===== src/rtl/ifu_prefetch_queue.sv =====
// Instruction prefetch queue: issues sequential fetches on the inst SRAM-like bus,
// buffers {pc,instr} pairs in order and squashes in-flight responses on redirect.
module ifu_prefetch_queue #(
  parameter int                 DEPTH    = 4,
  parameter int                 IDX_W    = $clog2(DEPTH),
  parameter int                 ADDR_W   = 32,
  parameter int                 DATA_W   = 32,
  parameter logic [ADDR_W-1:0]  RESET_PC = 32'hBFC00000
) (
  input  logic              clk,
  input  logic              reset,
  input  logic              redirect_valid,
  input  logic [ADDR_W-1:0] redirect_pc,
  output logic              inst_sram_req,
  output logic [ADDR_W-1:0] inst_sram_addr,
  input  logic              inst_sram_addr_ok,
  input  logic              inst_sram_data_ok,
  input  logic [DATA_W-1:0] inst_sram_rdata,
  output logic              out_valid,
  output logic [ADDR_W-1:0] out_pc,
  output logic [DATA_W-1:0] out_instr,
  input  logic              out_ready,
  output logic [IDX_W:0]    occupancy
);

  localparam logic [IDX_W:0] LP_DEPTH = (IDX_W+1)'(DEPTH);

  logic [IDX_W:0]    r_rd;
  logic [IDX_W:0]    r_fill;
  logic [IDX_W:0]    r_alloc;
  logic [IDX_W:0]    r_drop_cnt;
  logic [ADDR_W-1:0] r_prefetch_pc;
  logic [ADDR_W-1:0] r_pc_q    [DEPTH];
  logic [DATA_W-1:0] r_instr_q [DEPTH];

  logic w_full;
  logic w_hs;
  logic w_fill_en;
  logic w_pop;

  assign w_full         = (r_alloc - r_rd) == LP_DEPTH;
  assign inst_sram_req  = !reset && !w_full && !redirect_valid;
  assign inst_sram_addr = r_prefetch_pc;
  assign w_hs           = inst_sram_req && inst_sram_addr_ok;
  // A response only lands in the queue once every pre-redirect response has drained.
  assign w_fill_en      = inst_sram_data_ok && (r_drop_cnt == '0) && !redirect_valid && !reset;
  assign w_pop          = out_valid && out_ready;

  assign out_valid = (r_fill != r_rd);
  assign out_pc    = r_pc_q[r_rd[IDX_W-1:0]];
  assign out_instr = r_instr_q[r_rd[IDX_W-1:0]];
  assign occupancy = r_alloc - r_rd;

  always_ff @(posedge clk) begin
    if (reset) begin
      r_rd          <= '0;
      r_fill        <= '0;
      r_alloc       <= '0;
      r_drop_cnt    <= '0;
      r_prefetch_pc <= RESET_PC;
    end else if (redirect_valid) begin
      // Everything still outstanding (unfilled allocations plus earlier drops) gets squashed.
      r_rd          <= '0;
      r_fill        <= '0;
      r_alloc       <= '0;
      r_prefetch_pc <= redirect_pc;
      r_drop_cnt    <= r_drop_cnt + (r_alloc - r_fill)
                       - {{IDX_W{1'b0}}, inst_sram_data_ok};
    end else begin
      if (w_hs) begin
        r_alloc       <= r_alloc + 1'b1;
        r_prefetch_pc <= r_prefetch_pc + ADDR_W'(4);
      end
      if (inst_sram_data_ok) begin
        if (r_drop_cnt == '0) r_fill <= r_fill + 1'b1;
        else                  r_drop_cnt <= r_drop_cnt - 1'b1;
      end
      if (w_pop) r_rd <= r_rd + 1'b1;
    end
  end

  always_ff @(posedge clk) begin
    if (w_hs)      r_pc_q[r_alloc[IDX_W-1:0]]   <= r_prefetch_pc;
    if (w_fill_en) r_instr_q[r_fill[IDX_W-1:0]] <= inst_sram_rdata;
  end

endmodule


===== config.mk =====
export PLATFORM = sky130hd
export DESIGN_NAME = ifu_prefetch_queue
export DESIGN_NICKNAME = d
export VERILOG_FILES = /design/src/rtl/ifu_prefetch_queue.sv
export SDC_FILE = /design/constraint.sdc
export NUM_CORES = 1
export LEC_CHECK = 0
export CORE_MARGIN = 10
export CORE_UTILIZATION = 50
export CTS_BUF_LIST = sky130_fd_sc_hd__clkbuf_2 sky130_fd_sc_hd__clkbuf_4 sky130_fd_sc_hd__clkbuf_8
export CTS_CLUSTER_DIAMETER = 40
export DETAILED_ROUTE_END_ITERATION = 10
export PLACE_DENSITY = 0.85
export SETUP_SLACK_MARGIN = 0.05
export SKIP_LAST_GASP = 1
export SLEW_MARGIN = 30
export SYNTH_ARGS = -nofsm -noshare
export SYNTH_HDL_FRONTEND = slang
export SYNTH_SLANG_ARGS = --single-unit

===== constraint.sdc =====
create_clock -name clk -period 3.4 [get_ports clk]
set_input_delay 0.51 -clock clk [delete_from_list [all_inputs] [get_ports clk]]
set_output_delay 0.51 -clock clk [all_outputs]
set_load 0.03 [all_outputs]

==> impl_metrics.yaml, run 1 <==
sta:
  hold_violations: 0
  slew_violations: 0
  rsz0062_at_grt: "no"
  tightestPinTransition_ps: 637
  fin_crit_sh_pct: 90.9
  relSlewSlack_pct: 57.1
  setup_violations: 0
  whs_ps: 534
  fin_crit_ps: 3090
  skew_ps: 20.4
  fmax_ghz: 0.324
  fin_ws_ps: 309
floorplan:
  core_um2: 23500
  ios: 171
  start_util_pct: 50.7
  dieHeight_um: 174
  rows: 56
  die_w_um: 174
  dieArea_um2: 30400
worst_setup_path:
  cp_common_cell: "inv_1"
  critPathKind: "reg2out"
  end_kind: "output pin"
  crit_slowest_cell: "clkdlybuf4s50_1"
  start_kind: "register"
  path_cells: "inv_1 > ha_1 > fa_1 > inv_1 > clkdlybuf4s50_1"
  cp-startpoint: "r_alloc[0]$_SDFFE_PP0P_"
  reg2reg_from: "r_fill[0]$_SDFFE_PP0N_"
  worst_path_largest_cell_delay_ps: 690
  path_max_fanout: 5
  cp.required_ps: 2890
  cp_data_arrival_time_ps: 2580
place:
  gp_congestion: 0.785
  port_buffers: 170
  place_ws_ps: -189
  post-dp-hpwl_um: 17900
  dpl-instance-area_um2: 14100
  dp.cells: 1147
clock_tree:
  cts_sinks: 302
  cts_hold_buf: 0
  clockBufferDepth: 3
  htreeDepth: 2
  root_buffer: "clkbuf_8"
  clk_pin_slew_worst_paths_ps: 60
  clock_latency_ps: 560
  cts-buffers-inserted: 49
  cts_tree: "built"
synthesis:
  synth_cells: 660
  synth_seq_area_share_pct: 72.3
  syn_area_um2: 11900
  synthArstFlopShare_pct: 0
  ys_ff_latch: 302
  yosys_warnings: 0
  avgSynthCellArea_um2: 18.0
  syn_nets: 749
  ys.flop_type: "edfxtp_1"
  yosys.cell_types.count: 44
  synth_enable_flop_cells: 256
global_route:
  grt_pass1_vias: 7233
  track_usage_pct: 17.3
  grt_max_degree: 38
  grt_pass1_wl_um: 41600
  antenna_found_initial: 1
  grt-ovfl-total: 0
routing:
  num_vias: 6829
  maxUsedRoutingLayer: "met5"
  wl_um: 26700
  via_per_inst: 5.51
  drt_pass1_iterations: 4
  drc: 0
  wire_per_inst_um: 21.5
  wl_met1_um: 10600
  route.met2.wl_um: 13400
  drt_iter0_markers: 602
  ant_nets: 0
  wl_met3_um: 2330
power_and_ir_drop:
  power.density_nw_per_um2: 535
  leakage_nw: 5.02
  irDropWorstVdd_uv: 365
layout:
  antenna_cells: 0
  area_growth_syn_to_layout_pct: 27.7
  final_util_pct: 64.8
  layout.nets: 969
  drive_above_1_share_pct: 20.4
  stdcell_count: 1240
  stdcell_area_um2: 15200
  fill_cells: 1580
status:
  outcome: "complete, no violations"
min_path:
  worstHoldStart: "inst_sram_addr[0]$_SDFFE_PP0P_"
  holdCritPathClass: "reg2reg"
flow_run:
  drv_cap: 0
cell families (layout without fill, tap and decap cells):
| group | count (synthesis) | count (layout) | synth area share [%] |
|---|---|---|---|
| XOR/XNOR | 33 | 33 | 2.56 |
| AND/OR/NAND/NOR | 131 | 131 | 5.32 |
| buffers and inverters | 46 | 307 | 1.53 |
| multiplexers | 68 | 68 | 12.5 |
| adder cells (fa/ha/maj) | 19 | 19 | 2.31 |
| AO/OA/AOI/OAI | 61 | 61 | 3.52 |
| flip-flops | 302 | 302 | 72.3 |
power breakdown:
group	internal (mW)	leakage (nW)	total, mW	switching [mW]
sequential	4.10	2.70	4.19	0.0814
clock	1.81	0.543	3.20	1.39
combinational	0.344	1.78	0.757	0.414
total	6.25	5.02	8.14	1.89
state kept, by name, summed over array words and instances, names as in the netlist, named ones only:
register	count
inst_sram_addr	32
r_alloc	3
r_drop_cnt	3
r_fill	3
r_instr_q	128
r_pc_q	128
r_rd	3
final timing paths:
kind                           endpoint  slack (ps)  depth (start not counted)
min              r_pc_q[3][0]$_DFFE_PP_         530                          0
min reg2reg      r_pc_q[3][0]$_DFFE_PP_         530                          0
max                        occupancy[1]         310                          5
max reg2reg  r_drop_cnt[2]$_SDFFE_PP0P_         400                         12
cell usage after synthesis (all sizes together), types with 2 or more instances:
cell	n	share of area [%]
a2111oi	4	0.50
a211oi	9	0.57
a21oi	29	1.2
a31oi	3	0.16
and2	6	0.32
and3	8	0.42
buf	9	0.37
clkbuf	19	0.60
dfxtp	46	7.7
edfxtp	256	65
fa	5	0.84
ha	14	1.5
inv	17	0.54
mux2i	3	0.25
mux4	64	12
nand2	35	1.1
nand3	13	0.55
nand4	20	1.1
nor2	35	1.1
nor3	3	0.13
nor4	5	0.26
o211ai	4	0.25
o21ai	2	0.084
o311ai	2	0.15
or3	3	0.16
xnor2	12	0.88
xor2	20	1.5
routing by layer:
| metal | vias up | track usage, % |
|---|---|---|
| met5 | - | 0 |
| met4 | 2 | 4.45 |
| li1 | 3067 | - |
| met3 | 34 | 5.92 |
| met1 | 3458 | 21.7 |
| met2 | 268 | 28.3 |
cell usage in the layout (no fill, tap or decap), types with 12 or more instances in the layout:
cell,instances
inv_1,17
edfxtp_1,256
nor2_1,35
xnor2_1,12
xor2_1,20
ha_1,14
clkdlybuf4s50_1,168
mux4_2,64
a21oi_1,29
clkbuf_8,55
clkbuf_4,14
buf_4,23
nand2_1,35
nand4_1,20
nand3_1,13
dfxtp_1,44
cell type report:
class	instances	area, µm²	share of cell area [%]
flip-flops and latches	302	8610	56.7
multi-input cells	312	3130	20.6
repair buffers	197	1950	12.8
clock buffers	69	862	5.67
well taps	319	399	2.63
clock inverters	23	173	1.14
inverters	18	67.6	0.444
per-stage QoR:
stage | power [mW] | TNS, ps
global placement | 5.00 | -127
finish | 8.14 | 0
global route | 8.47 | 0
CTS | 8.22 | 0
floorplan | 4.66 | 0
detailed placement | 5.02 | -189
critical path, delay by kind of cell, from the launching register on:
kind                     cells  cell delay, ps
buffers and inverters        3             910
flip-flops                   1             450
adder cells (fa/ha/maj)      2             670
repair_timing:
item,in CTS,in global routing
gates resized for setup,2,3
pin swaps,0,0
endpoints found under the hold margin,0,0
buffers inserted,0,1
endpoints found under the setup margin,2,5
Note: power is estimated with default switching activity, not from simulation.
==> run 2, diff against run 1 <==
--- a/config.mk
+++ b/config.mk
@@ -6,11 +6,11 @@
 export NUM_CORES = 1
 export LEC_CHECK = 0
 export CORE_MARGIN = 10
-export CORE_UTILIZATION = 50
+export CORE_UTILIZATION = 51
 export CTS_BUF_LIST = sky130_fd_sc_hd__clkbuf_2 sky130_fd_sc_hd__clkbuf_4 sky130_fd_sc_hd__clkbuf_8
 export CTS_CLUSTER_DIAMETER = 40
 export DETAILED_ROUTE_END_ITERATION = 10
-export PLACE_DENSITY = 0.85
+export PLACE_DENSITY = 0.86
 export SETUP_SLACK_MARGIN = 0.05
 export SKIP_LAST_GASP = 1
 export SLEW_MARGIN = 30
==> run 2 against run 1 <==
Effect of this change: sequential power barely moved; critical path depth is the same; non-clock buffer count fell by 3; die area fell by 1.7%; clock power is 5% lower; flip-flop and latch count stayed put; critical path type unchanged; combinational power increased by 0.7%; clock-buffer cell count did not move; sequential share of layout area is 0.22 points higher; first-iteration DRC count is 4.0% higher; largest cell class unchanged; register-to-register slack barely moved; global-route usage grew 0.51 points.
==> impl_metrics.yaml, run 2 (same netlist as run 1, synthesis figures left out) <==
status:
  outcome: "complete, no violations"
clock_tree:
  htreeDepth: 2
  cts-buffers-inserted: 48
  clockBufferDepth: 3
  root_buffer: "clkbuf_8"
  clock_latency_ps: 560
  clk_pin_slew_worst_paths_ps: 60
  cts_sinks: 302
  cts_tree: "built"
power_and_ir_drop:
  power_mw: 7.98
  irDropWorstVdd_uv: 337
  power.density_nw_per_um2: 527
  leakage_nw: 4.98
routing:
  wl_um: 27100
  via_per_inst: 5.61
  wire_per_inst_um: 22.1
  ant_nets: 0
  drt_pass1_iterations: 4
  num_vias: 6879
  drc: 0
  drt_iter0_markers: 626
min_path:
  worstHoldStart: "inst_sram_addr[1]$_SDFFE_PP0P_"
  holdCritPathClass: "reg2reg"
place:
  place_ws_ps: -205
  gp_congestion: 0.780
  port_buffers: 170
  post-dp-hpwl_um: 17800
sta:
  fin_ws_ps: 300
  hold_violations: 0
  tightestPinTransition_ps: 711
  slew_violations: 0
  fin_crit_sh_pct: 91.2
  setup_violations: 0
  fin_crit_ps: 3100
  skew_ps: 30.5
  rsz0062_at_grt: "no"
  fmax_ghz: 0.323
  relSlewSlack_pct: 52.1
global_route:
  grt_pass1_vias: 7356
  track_usage_pct: 17.8
  grt_pass1_wl_um: 42300
  grt-ovfl-total: 0
  grt_max_degree: 34
  antenna_found_initial: 0
worst_setup_path:
  reg2reg_from: "r_fill[0]$_SDFFE_PP0N_"
  cp_data_arrival_time_ps: 2590
  critPathKind: "reg2out"
  cp.required_ps: 2890
  cp-startpoint: "r_alloc[0]$_SDFFE_PP0P_"
  crit_buf_inv: 2
  path_max_fanout: 10
  critical-path-top-delay-family: "buffers and inverters"
  start_kind: "register"
  crit_slowest_cell: "dlygate4sd2_1"
  reg2regPathDepth: 12
  worstSetupEndpoint: "occupancy[2]"
  end_kind: "output pin"
  worst_path_largest_cell_delay_ps: 480
  path_cells: "inv_1 > ha_1 > fa_1 > xor3_2 > dlygate4sd2_1"
  regToRegSetupSlack_ps: 390
  cp_num_cells: 5
  timing.rr.end: "r_drop_cnt[2]$_SDFFE_PP0P_"
floorplan:
  die_w_um: 173
  dieHeight_um: 173
  core_um2: 22800
  dieArea_um2: 29900
  rows: 55
  ios: 171
  start_util_pct: 52.3
layout:
  layout_common_cells: "edfxtp_1, clkdlybuf4s50_1, mux4_2, clkbuf_8, dfxtp_1"
  final_util_pct: 66.5
  fill_cells: 1526
  antenna_cells: 0
  layout.nets: 965
  area_growth_syn_to_layout_pct: 27.2
  drive_above_1_share_pct: 19.3
  final_common_cell: "edfxtp_1"
flow_run:
  drv_cap: 0
==> run 2: cell types whose count changed in the layout (fill, tap and decap cells not counted), moves of 2 or more <==
cell / change
and3_1: +4
clkinv_2: -2
clkbuf_8: -2
and3_2: -4
buf_4: -5
buf_12: +3
clkbuf_4: +2
==> run 2: report_power, final <==
part           switching (mW)  total [mW]  internal (mW)  leakage, nW
Clock                    1.34        3.03           1.69        0.512
Combinational           0.418       0.762          0.344         1.77
Sequential             0.0834        4.19           4.10         2.70
==> run 2: worst reg2reg max path: cells and delay by family, from the launching register on <==
kind,cells,cell delay (ps)
simple gates,1,50
fa+ha+maj,4,1550
xor+xnor,3,450
compound gates,1,230
buf+inv,3,230
flops,1,390
==> run 2: worst min-delay path by stage <==
stage	to	slack, ps	depth (start not counted)
after global placement	r_pc_q[2][1]$_DFFE_PP_	530	0
final	r_pc_q[1][1]$_DFFE_PP_	540	0
after CTS	inst_sram_addr[3]$_SDFFE_PP0P_	500	3
after global routing	inst_sram_addr[3]$_SDFFE_PP0P_	540	3
after detailed placement	r_pc_q[0][1]$_DFFE_PP_	530	0
after floorplan	register	520	2
==> run 2: final cells by class <==
| class | instances | area (µm²) | share of cell area (%) |
|---|---|---|---|
| clock buffers | 69 | 850 | 5.61 |
| clock inverters | 18 | 119 | 0.785 |
| inverters | 18 | 67.6 | 0.446 |
| multi-input cells | 312 | 3130 | 20.7 |
| flip-flops and latches | 302 | 8610 | 56.9 |
| well taps | 313 | 392 | 2.59 |
| repair buffers | 194 | 1970 | 13.0 |
==> run 2: through the flow <==
step                instance area [µm²]  TNS, ps  hold slack (ps)  cells
global placement                  14100     -119              534   1138
finish                            15100        0              537   1226
detailed placement                14100     -205              532   1138
global route                      15100        0              536   1226
floorplan                         11900        0              515    660
CTS                               15100        0              505   1225
==> run 2: routing by layer <==
layer	track usage, %	wire length [µm]	vias to the layer above
li1	-	-	3064
met1	22.8	11100	3467
met2	28.8	13300	296
met3	5.03	2120	52
met4	6.04	622	0
met5	0	0	-
==> run 2: repair_timing <==
action	4_1_cts	5_1_grt
buffers inserted	0	1
setup endpoints to repair	1	1
hold buffers	0	0
gates resized for setup	1	0
endpoints found under the hold margin	0	0
==> run 3, diff against run 2 <==
--- a/config.mk
+++ b/config.mk
@@ -6,11 +6,11 @@
 export NUM_CORES = 1
 export LEC_CHECK = 0
 export CORE_MARGIN = 10
-export CORE_UTILIZATION = 51
-export CTS_BUF_LIST = sky130_fd_sc_hd__clkbuf_2 sky130_fd_sc_hd__clkbuf_4 sky130_fd_sc_hd__clkbuf_8
+export CORE_UTILIZATION = 49
+export CTS_BUF_LIST = sky130_fd_sc_hd__clkbuf_16
 export CTS_CLUSTER_DIAMETER = 40
 export DETAILED_ROUTE_END_ITERATION = 10
-export PLACE_DENSITY = 0.86
+export PLACE_DENSITY = 0.84
 export SETUP_SLACK_MARGIN = 0.05
 export SKIP_LAST_GASP = 1
 export SLEW_MARGIN = 30
==> run 3 against run 2 <==
Effect of this change: power up 8.6%; final area up 1.4%; sequential share of layout area down 0.78 points; critical path type unchanged; first-iteration DRC count down 2.1%; critical endpoint is now inst_sram_req.
==> impl_metrics.yaml, run 3 (same netlist as run 1, synthesis figures left out) <==
status:
  outcome: "complete, no violations"
sta:
  fmax_ghz: 0.317
  fin_crit_ps: 3150
  relSlewSlack_pct: 59.1
  tightestPinTransition_ps: 608
  rsz0062_at_grt: "no"
  hold_violations: 0
  slew_violations: 0
  setup_violations: 0
  skew_ps: 20.7
  fin_ws_ps: 246
  fin_crit_sh_pct: 92.8
routing:
  wl_met3_um: 2260
  drt_pass1_iterations: 5
  ant_nets: 0
  wl_met1_um: 10800
  num_vias: 6767
  drt_iter0_markers: 613
  via_per_inst: 5.60
  wl_um: 27100
  route.met2.wl_um: 13500
  wire_per_inst_um: 22.4
  drc: 0
  maxUsedRoutingLayer: "met4"
clock_tree:
  cts-buffers-inserted: 36
  cts_sinks: 302
  clock_latency_ps: 510
  root_buffer: "clkbuf_16"
  htreeDepth: 2
  cts_tree: "built"
  cts_hold_buf: 0
  clk_pin_slew_worst_paths_ps: 60
  clockBufferDepth: 3
  postCtsSetupBuffers: 0
worst_setup_path:
  path_max_fanout: 10
  end_kind: "output pin"
  cp_data_arrival_time_ps: 2640
  cp.required_ps: 2890
  critPathKind: "reg2out"
  start_kind: "register"
floorplan:
  dieArea_um2: 30900
  rows: 56
  dieHeight_um: 176
  start_util_pct: 50.3
  die_w_um: 176
  core_um2: 23700
  ios: 171
power_and_ir_drop:
  irDropWorstVdd_uv: 465
  power.density_nw_per_um2: 565
  leakage_nw: 5.08
layout:
  layout_common_cells: "edfxtp_1, clkdlybuf4s50_1, mux4_2, dfxtp_1, clkbuf_16"
  final_common_cell: "edfxtp_1"
  fill_cells: 1648
  antenna_cells: 0
  layout.nets: 950
  drive_above_1_share_pct: 17.0
  stdcell_area_um2: 15400
  area_growth_syn_to_layout_pct: 29.0
place:
  dpl-instance-area_um2: 14200
  post-dp-hpwl_um: 18000
  place_ws_ps: -191
  port_buffers: 170
  gp_congestion: 0.782
min_path:
  holdCritPathClass: "reg2reg"
global_route:
  grt-ovfl-total: 0
  grt_max_degree: 34
  grt_pass1_wl_um: 42100
  antenna_found_initial: 0
  track_usage_pct: 17.4
  grt_pass1_vias: 7138
flow_run:
  drv_cap: 0
==> run 3: cell types whose count changed in the layout (fill, tap and decap cells not counted), moves of 2 or more <==
| cell | previous run | this run |
|---|---|---|
| buf_4 | 18 | 14 |
| clkinv_2 | 6 | 4 |
| inv_1 | 17 | 26 |
| bufinv_16 | 1 | 3 |
| clkinv_4 | 1 | 3 |
| clkbuf_4 | 16 | 0 |
| and3_1 | 8 | 4 |
| clkbuf_16 | 0 | 38 |
| and3_2 | 0 | 4 |
| clkbuf_8 | 53 | 0 |
| clkinv_1 | 8 | 4 |
==> run 3: worst max-delay path, stage by stage, from the launching register on <==
cell           delay [ps]
dfxtp_1               430
inv_1                 120
ha_1                  200
fa_1                  370
xor3_2                370
a21oi_1               220
dlygate4sd2_1         430
==> run 3: report_power, final <==
part	switching, mW	internal (mW)	total, mW
clock network	1.46	2.27	3.73
logic	0.412	0.341	0.753
registers	0.0844	4.10	4.19
==> run 3: worst paths after layout <==
kind,from,depth (start not counted),slack [ps],to
worst max-delay path,r_alloc[0]$_SDFFE_PP0P_,6,250,inst_sram_req
worst min-delay path,inst_sram_addr[0]$_SDFFE_PP0P_,0,540,r_pc_q[2][0]$_DFFE_PP_
worst max register to register,r_fill[0]$_SDFFE_PP0N_,12,400,r_drop_cnt[2]$_SDFFE_PP0P_
worst min register to register,inst_sram_addr[0]$_SDFFE_PP0P_,0,540,r_pc_q[2][0]$_DFFE_PP_
==> run 3: layer usage <==
metal  vias to the layer above  track usage, %
met5                         -               0
met4                         0            4.87
met3                        38            5.13
met2                       284            28.7
met1                      3403            22.0
li1                       3042               -
==> run 3: layout make-up <==
class                      count  area, µm²  share of cell area, %
multi-input combinational    312       3130                   20.4
timing repair buffer         191       1950                   12.7
inverter                      18       67.6                  0.440
clock buffer                  38        951                   6.19
sequential                   302       8620                   56.1
tap                          319        399                   2.60
clock inverter                28        241                   1.57
==> run 3: what timing repair did <==
action / 4_1_cts / 5_1_grt
gates resized for setup: 1 / 2
endpoints found under the setup margin: 1 / 2
pin swaps: 0 / 0
==> run 3: per-stage QoR <==
stage	hold WS, ps	utilization [%]	total power, mW	cells	TNS [ps]
final	536	64.8	8.67	1208	0
after global routing	548	64.8	8.96	1208	0
after CTS	542	64.8	8.74	1208	0
after detailed placement	522	59.8	5.02	1142	-191
after global placement	521	59.8	5.00	1142	-142
after floorplan	515	-	4.66	660	0
